==> config.mk <==
export PLATFORM = sky130hd
export DESIGN_NAME = oled_spi_responder_flat
export DESIGN_NICKNAME = d
export VERILOG_FILES = /design/src/rtl/oled_spi_responder_pkg.sv /design/src/rtl/oled_spi_responder_if.sv /design/src/rtl/oled_spi_responder_deser.sv /design/src/rtl/oled_spi_responder.sv /design/src/flat_wrapper.sv
export SDC_FILE = /design/constraint.sdc
export NUM_CORES = 1
export LEC_CHECK = 0
export CAP_MARGIN = 20
export CELL_PAD_IN_SITES_DETAIL_PLACEMENT = 1
export CELL_PAD_IN_SITES_GLOBAL_PLACEMENT = 1
export CORE_MARGIN = 3
export CORE_UTILIZATION = 30
export DETAILED_ROUTE_END_ITERATION = 16
export PLACE_DENSITY_LB_ADDON = 0.1
export RECOVER_POWER = 50
export SLEW_MARGIN = 25
export SYNTH_ARGS = -nofsm -noshare
export SYNTH_HDL_FRONTEND = slang
export SYNTH_HIERARCHICAL = 1
export SYNTH_SLANG_ARGS = --single-unit
==> constraint.sdc <==
create_clock -name clock -period 2.28 [get_ports clock]
set_clock_uncertainty 0.05 [all_clocks]
set_input_delay 0.228 -clock clock [delete_from_list [all_inputs] [get_ports clock]]
set_output_delay 0.228 -clock clock [all_outputs]
set_load 0.03 [all_outputs]
==> src/rtl/oled_spi_responder_pkg.sv <==
// Shared opcodes, reset defaults and decoder state type for the OLED SPI responder.
// The horizontal addressing type is only consumed when OLED_RX_HORIZ_ADDR_EN is defined.
package oled_pkg;

    localparam int FB_ADDR_W = 9;

    localparam logic [7:0] OLED_CMD_DISP_OFF    = 8'hAE;
    localparam logic [7:0] OLED_CMD_DISP_ON     = 8'hAF;
    localparam logic [7:0] OLED_CMD_SEG_NORM    = 8'hA0;
    localparam logic [7:0] OLED_CMD_SEG_REMAP   = 8'hA1;
    localparam logic [7:0] OLED_CMD_COM_NORM    = 8'hC0;
    localparam logic [7:0] OLED_CMD_COM_REV     = 8'hC8;
    localparam logic [7:0] OLED_CMD_ENTIRE_OFF  = 8'hA4;
    localparam logic [7:0] OLED_CMD_ENTIRE_ON   = 8'hA5;
    localparam logic [7:0] OLED_CMD_CONTRAST    = 8'h81;
    localparam logic [7:0] OLED_CMD_CHARGE_PUMP = 8'h8D;
    localparam logic [7:0] OLED_CMD_PRECHARGE   = 8'hD9;
    localparam logic [7:0] OLED_CMD_COM_CFG     = 8'hDA;
    localparam logic [7:0] OLED_CMD_PAGE_ADDR   = 8'h22;
    localparam logic [7:0] OLED_CMD_ADDR_MODE   = 8'h20;

    localparam logic [7:0] CONTRAST_RST  = 8'h7F;
    localparam logic [7:0] PRECHARGE_RST = 8'h22;
    localparam logic [7:0] COM_CFG_RST   = 8'h12;
    localparam logic [1:0] PAGE_END_RST  = 2'd3;

    typedef enum logic [3:0] {
        CMD,
        ARG_CONTRAST,
        ARG_PUMP,
        ARG_PRECHG,
        ARG_COM,
        ARG_PAGE_START,
        ARG_PAGE_END,
        ARG_MODE,
        ARG_DISCARD
    } dec_state_t;

    typedef enum logic [1:0] {
        ADDR_HORIZ = 2'b00,
        ADDR_PAGE  = 2'b10
    } addr_mode_t;

    // Only 00 selects horizontal; every other encoding falls back to page mode.
    function automatic addr_mode_t decode_addr_mode(input logic [1:0] arg);
        return (arg == 2'b00) ? ADDR_HORIZ : ADDR_PAGE;
    endfunction

endpackage

==> src/rtl/oled_spi_responder_if.sv <==
// OLED link bundle: serial/panel-control lines from the controller plus the framebuffer write port.
interface oled_spi_responder_if;
    import oled_pkg::*;

    logic                 oled_spi_clk;
    logic                 oled_spi_data;
    logic                 oled_dc_n;
    logic                 oled_reset_n;
    logic                 oled_vdd;
    logic                 oled_vbat;
    logic                 fb_we;
    logic [FB_ADDR_W-1:0] fb_addr;
    logic [7:0]           fb_wdata;

    modport master (
        output oled_spi_clk, oled_spi_data, oled_dc_n, oled_reset_n, oled_vdd, oled_vbat,
        input  fb_we, fb_addr, fb_wdata
    );

    modport slave (
        input  oled_spi_clk, oled_spi_data, oled_dc_n, oled_reset_n, oled_vdd, oled_vbat,
        output fb_we, fb_addr, fb_wdata
    );

endinterface

==> src/rtl/oled_spi_responder_deser.sv <==
// Synchronizes the OLED link inputs and frames the serial stream into bytes.
// A stalled SCLK for IDLE_TIMEOUT clocks discards any partial byte.
module oled_spi_deser #(
    parameter int IDLE_TIMEOUT = 64
) (
    input  logic       clock,
    input  logic       reset,
    input  logic       spi_clk,
    input  logic       spi_data,
    input  logic       dc_n,
    input  logic       panel_reset_n,
    input  logic       vdd_n,
    input  logic       vbat_n,
    output logic       byte_valid,
    output logic [7:0] byte_data,
    output logic       byte_dc,
    output logic       panel_reset_n_sync,
    output logic       vdd_n_sync,
    output logic       vbat_n_sync
);

    localparam int IDLE_W = $clog2(IDLE_TIMEOUT);
    localparam logic [IDLE_W-1:0] IDLE_LAST = IDLE_W'(IDLE_TIMEOUT - 1);

    logic [1:0]        sclk_ff, mosi_ff, dc_ff, rstn_ff, vdd_ff, vbat_ff;
    logic              sclk_prev;
    logic              sclk_rise;
    logic [2:0]        bit_cnt;
    logic [6:0]        shift;
    logic [IDLE_W-1:0] idle_cnt;

    // Supplies come up "off" so nothing is framed until the controller powers the panel.
    always_ff @(posedge clock) begin
        if (reset) begin
            sclk_ff   <= '0;
            mosi_ff   <= '0;
            dc_ff     <= '0;
            rstn_ff   <= '0;
            vdd_ff    <= 2'b11;
            vbat_ff   <= 2'b11;
            sclk_prev <= 1'b0;
        end else begin
            sclk_ff   <= {sclk_ff[0], spi_clk};
            mosi_ff   <= {mosi_ff[0], spi_data};
            dc_ff     <= {dc_ff[0], dc_n};
            rstn_ff   <= {rstn_ff[0], panel_reset_n};
            vdd_ff    <= {vdd_ff[0], vdd_n};
            vbat_ff   <= {vbat_ff[0], vbat_n};
            sclk_prev <= sclk_ff[1];
        end
    end

    assign sclk_rise          = sclk_ff[1] & ~sclk_prev;
    assign panel_reset_n_sync = rstn_ff[1];
    assign vdd_n_sync         = vdd_ff[1];
    assign vbat_n_sync        = vbat_ff[1];

    always_ff @(posedge clock) begin
        if (reset || !rstn_ff[1] || vdd_ff[1]) begin
            bit_cnt    <= '0;
            shift      <= '0;
            idle_cnt   <= '0;
            byte_valid <= 1'b0;
            byte_data  <= '0;
            byte_dc    <= 1'b0;
        end else begin
            byte_valid <= 1'b0;
            if (sclk_rise) begin
                idle_cnt <= '0;
                shift    <= {shift[5:0], mosi_ff[1]};
                if (bit_cnt == 3'd7) begin
                    bit_cnt    <= '0;
                    byte_valid <= 1'b1;
                    byte_data  <= {shift, mosi_ff[1]};
                    byte_dc    <= dc_ff[1];
                end else begin
                    bit_cnt <= bit_cnt + 3'd1;
                end
            end else if (idle_cnt == IDLE_LAST) begin
                bit_cnt <= '0;
            end else begin
                idle_cnt <= idle_cnt + 1'b1;
            end
        end
    end

endmodule

==> src/rtl/oled_spi_responder.sv <==
// Display-side end of the OLED SPI link: decodes the SSD1306-style command subset and
// writes data bytes to a 512x8 framebuffer. Define OLED_RX_HORIZ_ADDR_EN for horizontal addressing.
module oled_spi_responder
    import oled_pkg::*;
#(
    parameter int IDLE_TIMEOUT = 64,
    parameter int NUM_PAGES    = 4,
    parameter int NUM_COLS     = 128
) (
    input  logic                 clock,
    input  logic                 reset,
    oled_spi_responder_if.slave  link,
    output logic                 display_on,
    output logic [7:0]           contrast,
    output logic                 charge_pump_en,
    output logic [7:0]           precharge,
    output logic [7:0]           com_cfg,
    output logic                 seg_remap,
    output logic                 com_scan_rev,
    output logic                 entire_on,
    output logic                 cmd_error
);

    localparam int PAGE_W = $clog2(NUM_PAGES);
    localparam int COL_W  = $clog2(NUM_COLS);
    localparam logic [COL_W-1:0] COL_LAST = COL_W'(NUM_COLS - 1);

    logic              byte_valid, byte_dc, rstn_s, vdd_s, unused_vbat_s;
    logic [7:0]        byte_data;

    dec_state_t        st, st_n;
    logic [PAGE_W-1:0] page_q, page_n, page_end_q, page_end_n;
    logic [COL_W-1:0]  col_q, col_n;
    logic              disp_n, pump_n, seg_n, scan_n, entire_n, err_n;
    logic [7:0]        contrast_n, prechg_n, com_n;
    logic              we_q, we_n;
    logic [FB_ADDR_W-1:0] addr_q, addr_n;
    logic [7:0]        wdata_q, wdata_n;
`ifdef OLED_RX_HORIZ_ADDR_EN
    logic [PAGE_W-1:0] page_start_q, page_start_n;
    addr_mode_t        mode_q, mode_n;
`endif

    oled_spi_deser #(.IDLE_TIMEOUT(IDLE_TIMEOUT)) u_deser (
        .clock              (clock),
        .reset              (reset),
        .spi_clk            (link.oled_spi_clk),
        .spi_data           (link.oled_spi_data),
        .dc_n               (link.oled_dc_n),
        .panel_reset_n      (link.oled_reset_n),
        .vdd_n              (link.oled_vdd),
        .vbat_n             (link.oled_vbat),
        .byte_valid         (byte_valid),
        .byte_data          (byte_data),
        .byte_dc            (byte_dc),
        .panel_reset_n_sync (rstn_s),
        .vdd_n_sync         (vdd_s),
        .vbat_n_sync        (unused_vbat_s)
    );

    assign link.fb_we    = we_q;
    assign link.fb_addr  = addr_q;
    assign link.fb_wdata = wdata_q;

    // Panel reset also drops a byte finishing in the same cycle, so reset values always win.
    always_ff @(posedge clock) begin
        if (reset || !rstn_s) begin
            st             <= CMD;
            page_q         <= '0;
            page_end_q     <= PAGE_END_RST;
            col_q          <= '0;
            display_on     <= 1'b0;
            contrast       <= CONTRAST_RST;
            charge_pump_en <= 1'b0;
            precharge      <= PRECHARGE_RST;
            com_cfg        <= COM_CFG_RST;
            seg_remap      <= 1'b0;
            com_scan_rev   <= 1'b0;
            entire_on      <= 1'b0;
            cmd_error      <= 1'b0;
            we_q           <= 1'b0;
            addr_q         <= '0;
            wdata_q        <= '0;
`ifdef OLED_RX_HORIZ_ADDR_EN
            page_start_q   <= '0;
            mode_q         <= ADDR_PAGE;
`endif
        end else begin
            st             <= st_n;
            page_q         <= page_n;
            page_end_q     <= page_end_n;
            col_q          <= col_n;
            display_on     <= disp_n;
            contrast       <= contrast_n;
            charge_pump_en <= pump_n;
            precharge      <= prechg_n;
            com_cfg        <= com_n;
            seg_remap      <= seg_n;
            com_scan_rev   <= scan_n;
            entire_on      <= entire_n;
            cmd_error      <= err_n;
            we_q           <= we_n;
            addr_q         <= addr_n;
            wdata_q        <= wdata_n;
`ifdef OLED_RX_HORIZ_ADDR_EN
            page_start_q   <= page_start_n;
            mode_q         <= mode_n;
`endif
        end
    end

    always_comb begin
        st_n       = st;
        page_n     = page_q;
        page_end_n = page_end_q;
        col_n      = col_q;
        disp_n     = display_on;
        contrast_n = contrast;
        pump_n     = charge_pump_en;
        prechg_n   = precharge;
        com_n      = com_cfg;
        seg_n      = seg_remap;
        scan_n     = com_scan_rev;
        entire_n   = entire_on;
        err_n      = 1'b0;
        we_n       = 1'b0;
        addr_n     = addr_q;
        wdata_n    = wdata_q;
`ifdef OLED_RX_HORIZ_ADDR_EN
        page_start_n = page_start_q;
        mode_n       = mode_q;
`endif
        if (byte_valid) begin
            // Data bytes bypass the decoder state so a pending argument survives them.
            if (byte_dc) begin
                we_n    = 1'b1;
                addr_n  = {page_q, col_q};
                wdata_n = byte_data;
                if (col_q == COL_LAST) begin
                    col_n = '0;
`ifdef OLED_RX_HORIZ_ADDR_EN
                    if (mode_q == ADDR_HORIZ)
                        page_n = (page_q == page_end_q) ? page_start_q : page_q + 1'b1;
`endif
                end else begin
                    col_n = col_q + 1'b1;
                end
            end else begin
                case (st)
                    CMD: begin
                        case (byte_data)
                            OLED_CMD_DISP_OFF:    disp_n   = 1'b0;
                            OLED_CMD_DISP_ON:     disp_n   = 1'b1;
                            OLED_CMD_SEG_NORM:    seg_n    = 1'b0;
                            OLED_CMD_SEG_REMAP:   seg_n    = 1'b1;
                            OLED_CMD_COM_NORM:    scan_n   = 1'b0;
                            OLED_CMD_COM_REV:     scan_n   = 1'b1;
                            OLED_CMD_ENTIRE_OFF:  entire_n = 1'b0;
                            OLED_CMD_ENTIRE_ON:   entire_n = 1'b1;
                            OLED_CMD_CONTRAST:    st_n     = ARG_CONTRAST;
                            OLED_CMD_CHARGE_PUMP: st_n     = ARG_PUMP;
                            OLED_CMD_PRECHARGE:   st_n     = ARG_PRECHG;
                            OLED_CMD_COM_CFG:     st_n     = ARG_COM;
                            OLED_CMD_PAGE_ADDR:   st_n     = ARG_PAGE_START;
                            OLED_CMD_ADDR_MODE: begin
`ifdef OLED_RX_HORIZ_ADDR_EN
                                st_n  = ARG_MODE;
`else
                                err_n = 1'b1;
                                st_n  = ARG_DISCARD;
`endif
                            end
                            default: begin
                                if (byte_data[7:4] == 4'h0)
                                    col_n[3:0] = byte_data[3:0];
                                else if (byte_data[7:3] == 5'b00010)
                                    col_n[6:4] = byte_data[2:0];
                                else
                                    err_n = 1'b1;
                            end
                        endcase
                    end
                    ARG_CONTRAST: begin contrast_n = byte_data;    st_n = CMD; end
                    ARG_PUMP:     begin pump_n     = byte_data[2]; st_n = CMD; end
                    ARG_PRECHG:   begin prechg_n   = byte_data;    st_n = CMD; end
                    ARG_COM:      begin com_n      = byte_data;    st_n = CMD; end
                    ARG_PAGE_START: begin
                        page_n = byte_data[PAGE_W-1:0];
`ifdef OLED_RX_HORIZ_ADDR_EN
                        page_start_n = byte_data[PAGE_W-1:0];
`endif
                        st_n = ARG_PAGE_END;
                    end
                    ARG_PAGE_END: begin page_end_n = byte_data[PAGE_W-1:0]; st_n = CMD; end
                    ARG_MODE: begin
`ifdef OLED_RX_HORIZ_ADDR_EN
                        mode_n = decode_addr_mode(byte_data[1:0]);
`endif
                        st_n = CMD;
                    end
                    default: st_n = CMD;
                endcase
            end
        end
    end

endmodule

==> src/flat_wrapper.sv <==
// flat-port wrapper written by rule: the top's interface ports become plain ports
module oled_spi_responder_flat import oled_pkg::*;
#(
    parameter int IDLE_TIMEOUT = 64,
    parameter int NUM_PAGES    = 4,
    parameter int NUM_COLS     = 128
)
  (clock, reset, display_on, contrast, charge_pump_en, precharge, com_cfg, seg_remap, com_scan_rev, entire_on, cmd_error, link_oled_spi_clk, link_oled_spi_data, link_oled_dc_n, link_oled_reset_n, link_oled_vdd, link_oled_vbat, link_fb_we, link_fb_addr, link_fb_wdata);
  oled_spi_responder_if link_i ();
  input  logic clock;
  input  logic reset;
  output logic display_on;
  output logic [7:0] contrast;
  output logic charge_pump_en;
  output logic [7:0] precharge;
  output logic [7:0] com_cfg;
  output logic seg_remap;
  output logic com_scan_rev;
  output logic entire_on;
  output logic cmd_error;
  input wire logic [$bits(link_i.oled_spi_clk)-1:0] link_oled_spi_clk;
  input wire logic [$bits(link_i.oled_spi_data)-1:0] link_oled_spi_data;
  input wire logic [$bits(link_i.oled_dc_n)-1:0] link_oled_dc_n;
  input wire logic [$bits(link_i.oled_reset_n)-1:0] link_oled_reset_n;
  input wire logic [$bits(link_i.oled_vdd)-1:0] link_oled_vdd;
  input wire logic [$bits(link_i.oled_vbat)-1:0] link_oled_vbat;
  output wire logic [$bits(link_i.fb_we)-1:0] link_fb_we;
  output wire logic [$bits(link_i.fb_addr)-1:0] link_fb_addr;
  output wire logic [$bits(link_i.fb_wdata)-1:0] link_fb_wdata;
  assign link_i.oled_spi_clk = link_oled_spi_clk;
  assign link_i.oled_spi_data = link_oled_spi_data;
  assign link_i.oled_dc_n = link_oled_dc_n;
  assign link_i.oled_reset_n = link_oled_reset_n;
  assign link_i.oled_vdd = link_oled_vdd;
  assign link_i.oled_vbat = link_oled_vbat;
  assign link_fb_we = link_i.fb_we;
  assign link_fb_addr = link_i.fb_addr;
  assign link_fb_wdata = link_i.fb_wdata;
  oled_spi_responder #(.IDLE_TIMEOUT(IDLE_TIMEOUT), .NUM_PAGES(NUM_PAGES), .NUM_COLS(NUM_COLS)) u_core (.clock(clock), .reset(reset), .link(link_i), .display_on(display_on), .contrast(contrast), .charge_pump_en(charge_pump_en), .precharge(precharge), .com_cfg(com_cfg), .seg_remap(seg_remap), .com_scan_rev(com_scan_rev), .entire_on(entire_on), .cmd_error(cmd_error));
endmodule
* After elaboration in Yosys (flattened, before gate mapping) *
Index checks and enable logic that the tools add are counted.

cells by class
  add/subtract/negate cells = 3
  equality and inequality tests = 26
  muxes and demuxes = 21
  bitwise gates (word level) = 6
  reductions and logical operators = 33

operators by type and width
  operator                                                               number
  8-bit equality test, second input constant                             12
  7-bit 2-to-1 mux                                                       4
  4-bit one-hot mux with 6 select lines                                  1
  4-bit AND reduction                                                    5
  3-bit AND reduction                                                    6
  8-bit by 6-bit equality test with 1-bit output, second input constant  2
  2-bit nonzero test                                                     8
  3-bit 2-to-1 mux                                                       5
  14-bit OR reduction                                                    1
  13-bit OR reduction                                                    1
  1-bit one-hot mux with 2 select lines                                  5
  4-bit by 2-bit equality test with 1-bit output, second input constant  2
  4-bit by 3-bit equality test with 1-bit output, second input constant  2
  4-bit logical NOT                                                      2
  4-bit one-hot mux with 2 select lines                                  1
  7-bit by 1-bit adder with 7-bit output, second input constant          1
  7-bit equality test, second input constant                             1
  7-bit inequality test, second input constant                           1
  6-bit by 1-bit adder with 6-bit output, second input constant          1
  6-bit equality test, second input constant                             1
  2-bit OR reduction                                                     3
  5-bit by 2-bit equality test with 1-bit output, second input constant  1
  1-bit inverter                                                         5
  5-bit AND reduction                                                    1
  12 further kinds                                                       17

storage, ports and cells
  register bits = 98
  bits of input ports = 8
  output and inout port bits = 48
  word-level logic and storage cells = 117

* Depth between registers and ports, before layout *
  depth after elaboration = 6
  gate-level depth with buffers = 6
  mapped depth without buffers = 6

* Cells and area by module *
Netlist, hierarchy kept.

by module, submodules not included
  module              instances  cells each  area each (sq um)  seq. area each (sq um)
  oled_spi_responder  1          328         2,801.4            1,221.2
  oled_spi_deser      1          148         1,398.8            780.7

* Worst setup path after synthesis *
Ideal clock, no wire load.

  path kind = reg2reg
  start point = reg u_core.col_q[0]
  end point = reg u_core.col_q[6]
  library setup time = 0.133 ns
  arrival time = 1.411 ns
  required time = 2.097 ns
  slack = 0.687 ns
  stages on the path, launching flop included = 7
  path buffers = 0
  clock period less this slack = 1.593 ns
  cells stage by stage = dfxtp_1 > ha_1 > and3_1 > and3_1 > mux2_1 > a21oi_1 > a211oi_2

between the ends
  longest elaborated chain between the ends = 3
  elaborated cells between the ends (all ways) = 4
  those cells by class = add/sub (1); eq/ne (1); mux (2)

ends and longest elaborated chain
  what                                                                           RTL line                                              source
  from (decl)                                                                    oled_spi_responder.sv:33                              logic [COL_W-1:0] col_q, col_n;
  from (signal assigned)                                                         oled_spi_responder.sv:92                              col_q <= col_n;
  7-bit by 1-bit adder with 7-bit output or 7-bit equality test (tied branches)  oled_spi_responder.sv:146, oled_spi_responder.sv:139
  7-bit 2-to-1 mux *                                                             oled_spi_responder.sv:139                             if (col_q == COL_LAST) begin
  7-bit 2-to-1 mux *                                                             oled_spi_responder.sv:135                             if (byte_dc) begin

Mark *: on every way between the ends. The rest lies on a longest branch, timed or not.
A chain may end at the register's enable or synchronous reset.

* Worst setup path in the final report *
  start point = in reset
  end point = reg u_core.st[3]

between the ends
  longest elaborated chain between the ends = 1

ends and longest elaborated chain
  what                  RTL line                  source
  from (decl)           flat_wrapper.sv:11        input logic reset;
  1-bit logical OR      oled_spi_responder.sv:67  if (reset || !rstn_s) begin
  to (signal assigned)  oled_spi_responder.sv:89  st <= st_n;
  to (decl)             oled_spi_responder.sv:31  dec_state_t st, st_n;

No other way between the ends.

==> results.md <==
* Outcome: finished clean
* CP max FO at 43
* Worst-Skew Late Latency at 0.34 ns
* Final instance area at around 5100 sq um
* Clock tree sinks at 98
* First-pass GRT wire length at about 18000 um
* Worst setup path start: reset
* VDD IR-drop max at a little over 300 uV
* Pwr dens at ~620 nW/um^2
* Internal power at 2.480 mW
* Yosys warns at 6
* Drt drc at 0
* WL final at 10850 um
* Critical Path AT at ~2.2 ns
* CTS buffer count at 9
* Logic pwr share at 1.3%
* ANT cells at 0
* Mapped Nets at 484
* First-pass DRT Iterations at 4
* Vias in the first global route at about 3400
* Die X at 123.6 um
* All-Layer GR Usage at 14.79%
* Initial Util at a little under a third
* Fin Setup TNS at 0 ns
* Area of the core at 13400 sq um
* Final setup viols at 0
* CP max-delay cell: buf_2
* Hpwl dp at 7486 um
* CP Capture Type: flip-flop
* Mean routed wirelength per cell at 15.35 um
* Sequential Power Share at between 50% and 60%
* Worst hold path class: flip-flop to flip-flop
* Initial antenna violation count at 0
* Buf+Inv Stages, Crit Path at 3
* Via density at 4.921
* Clock transition at path regs at 0.07 ns
* Final Hold Vio Count at 0
* PostCTS Resize Cnt at 0
* Tmin final at 2.039 ns
* Mapped Cells at 472
* Fin nets at 538
* Path type of the worst setup path: primary input to flip-flop
* RD Place Congestion at between 0.7 and 0.8
* Area Overhead vs Synth at 24.04%
* Hold path startpoint: u_core/u_deser/vdd_ff[0]
* H-tree Lvls at 3
* Number of DRC markers in iteration 0 at 153
* Number of I/O pins at 56
* Share of cells above drive strength 1 at about a tenth
* Mean Syn Cell Area at 8.788 sq um
* Net Sw Power at 0.6988 mW
* CP top delay family: buffers and inverters
* Core Rows at 42
* Switching Fraction at between 20% and 30%
* Max-cap viol count at 0
* CP Data Required Time at 2.43 ns
* Root buf cell: clkbuf_16
* R2r startpoint: u_core/u_deser/byte_data[7]
* CTS tree: built
* Die area at approximately 15000 sq um
* Unrepaired setup endpoints after global routing: no
* Slew @ Worst Pin at 0.9004 ns
* Largest net degree at the start of global routing at 44
* Slew Limit Headroom at 39.97%
* Fmax at 490.3 MHz
* Cts hold-fix bufs at 0
* Min Hold Slack at 0.3655 ns
* CP peak stage delay at 0.66 ns
* Crit start category: primary input
* I/O Buffers at between 50 and 60
* Clock network fraction of total power at 44.5%
* Crit share post-route at 89.45%
* Cells along the critical path: dlygate4sd3_1 > clkbuf_1 > nand2b_1 > buf_2 > o32ai_1
* Die Y at roughly 120 um
* Postcts setup bufs at 0
* Post-route antenna net violation count at 0
* Grt ovf at 0
* Vias at 3479
* Clk buf depth at 2
* Placed Area at between 4000 and 5000 sq um
* Leakage power at 1.895 nW
* Synth Cell Area at slightly above 4000 sq um
* Pins Over Slew Limit at 0
[per-layer routing]
layer	vias to the layer above	share of wire, %	GRT usage, %	wire [um]
met1	1654	51	20.39	5496
met5	-	0	0	0
met2	62	45	22.64	4844
li1	1744	-	-	-
met4	0	2.0	5.952	216
met3	19	2.7	2.952	295
[flip-flops by register name, summed over array words and instances (netlist names), 3 cells and up]
signal                    cells
u_core/link.fb_addr           9
u_core/com_cfg                8
u_core/contrast               8
u_core/link.fb_wdata          8
u_core/precharge              8
u_core/u_deser/byte_data      8
u_core/col_q                  7
u_core/u_deser/shift          7
u_core/u_deser/idle_cnt       6
u_core/st                     4
u_core/u_deser/bit_cnt        3
[final timing paths]
check,to,slack [ns],cells after the start
max,u_core/st[3],0.24,5
min,u_core/u_deser/vdd_ff[1],0.37,1
max reg2reg,u_core/st[2],0.33,5
min reg2reg,u_core/u_deser/vdd_ff[1],0.37,1
[power by group through the flow]
stage	logic (mW)	registers, mW	clock network (mW)
2_1_floorplan	0.0249	1.76	0
3_3_place_gp	0.0456	1.76	0
3_5_place_dp	0.0464	1.76	0
4_1_cts	0.0463	1.72	1.48
5_1_grt	0.0457	1.72	1.56
6_report	0.0412	1.72	1.42
[metrics by stage]
step           power (mW)  util [%]  cells  worst slack (ns)
3_5_place_dp        1.809     36.65    691            0.3540
3_3_place_gp        1.807     36.65    691            0.3983
5_1_grt             3.325     38.39    707           0.07765
2_1_floorplan       1.786         -    472            0.6866
4_1_cts             3.248     38.67    707            0.3234
6_report            3.179     38.39    707            0.2406
[cell usage in the layout (no fill, tap or decap), types with 6 or more instances in the layout]
master           count
a21oi_1             52
and3_1               6
buf_4               16
clkbuf_16            9
clkdlybuf4s50_1      9
dfxtp_1             98
dlygate4sd3_1       45
mux2i_1             26
nand2_1             90
nand3_1             22
nor2_1              39
nor2b_1             13
nor3_1               8
o211ai_1             7
o21ai_0              8
[cell type report]
cell class	count	area, sq um
Inverter	3	11.26
Fill cell	1571	8255
Tap cell	176	220.2
Multi-Input combinational cell	341	2007
Timing Repair Buffer	73	673.1
Sequential cell	98	1962
Clock inverter	6	42.54
Clock buffer	10	229.0
Power figures use the tool's default switching activity.
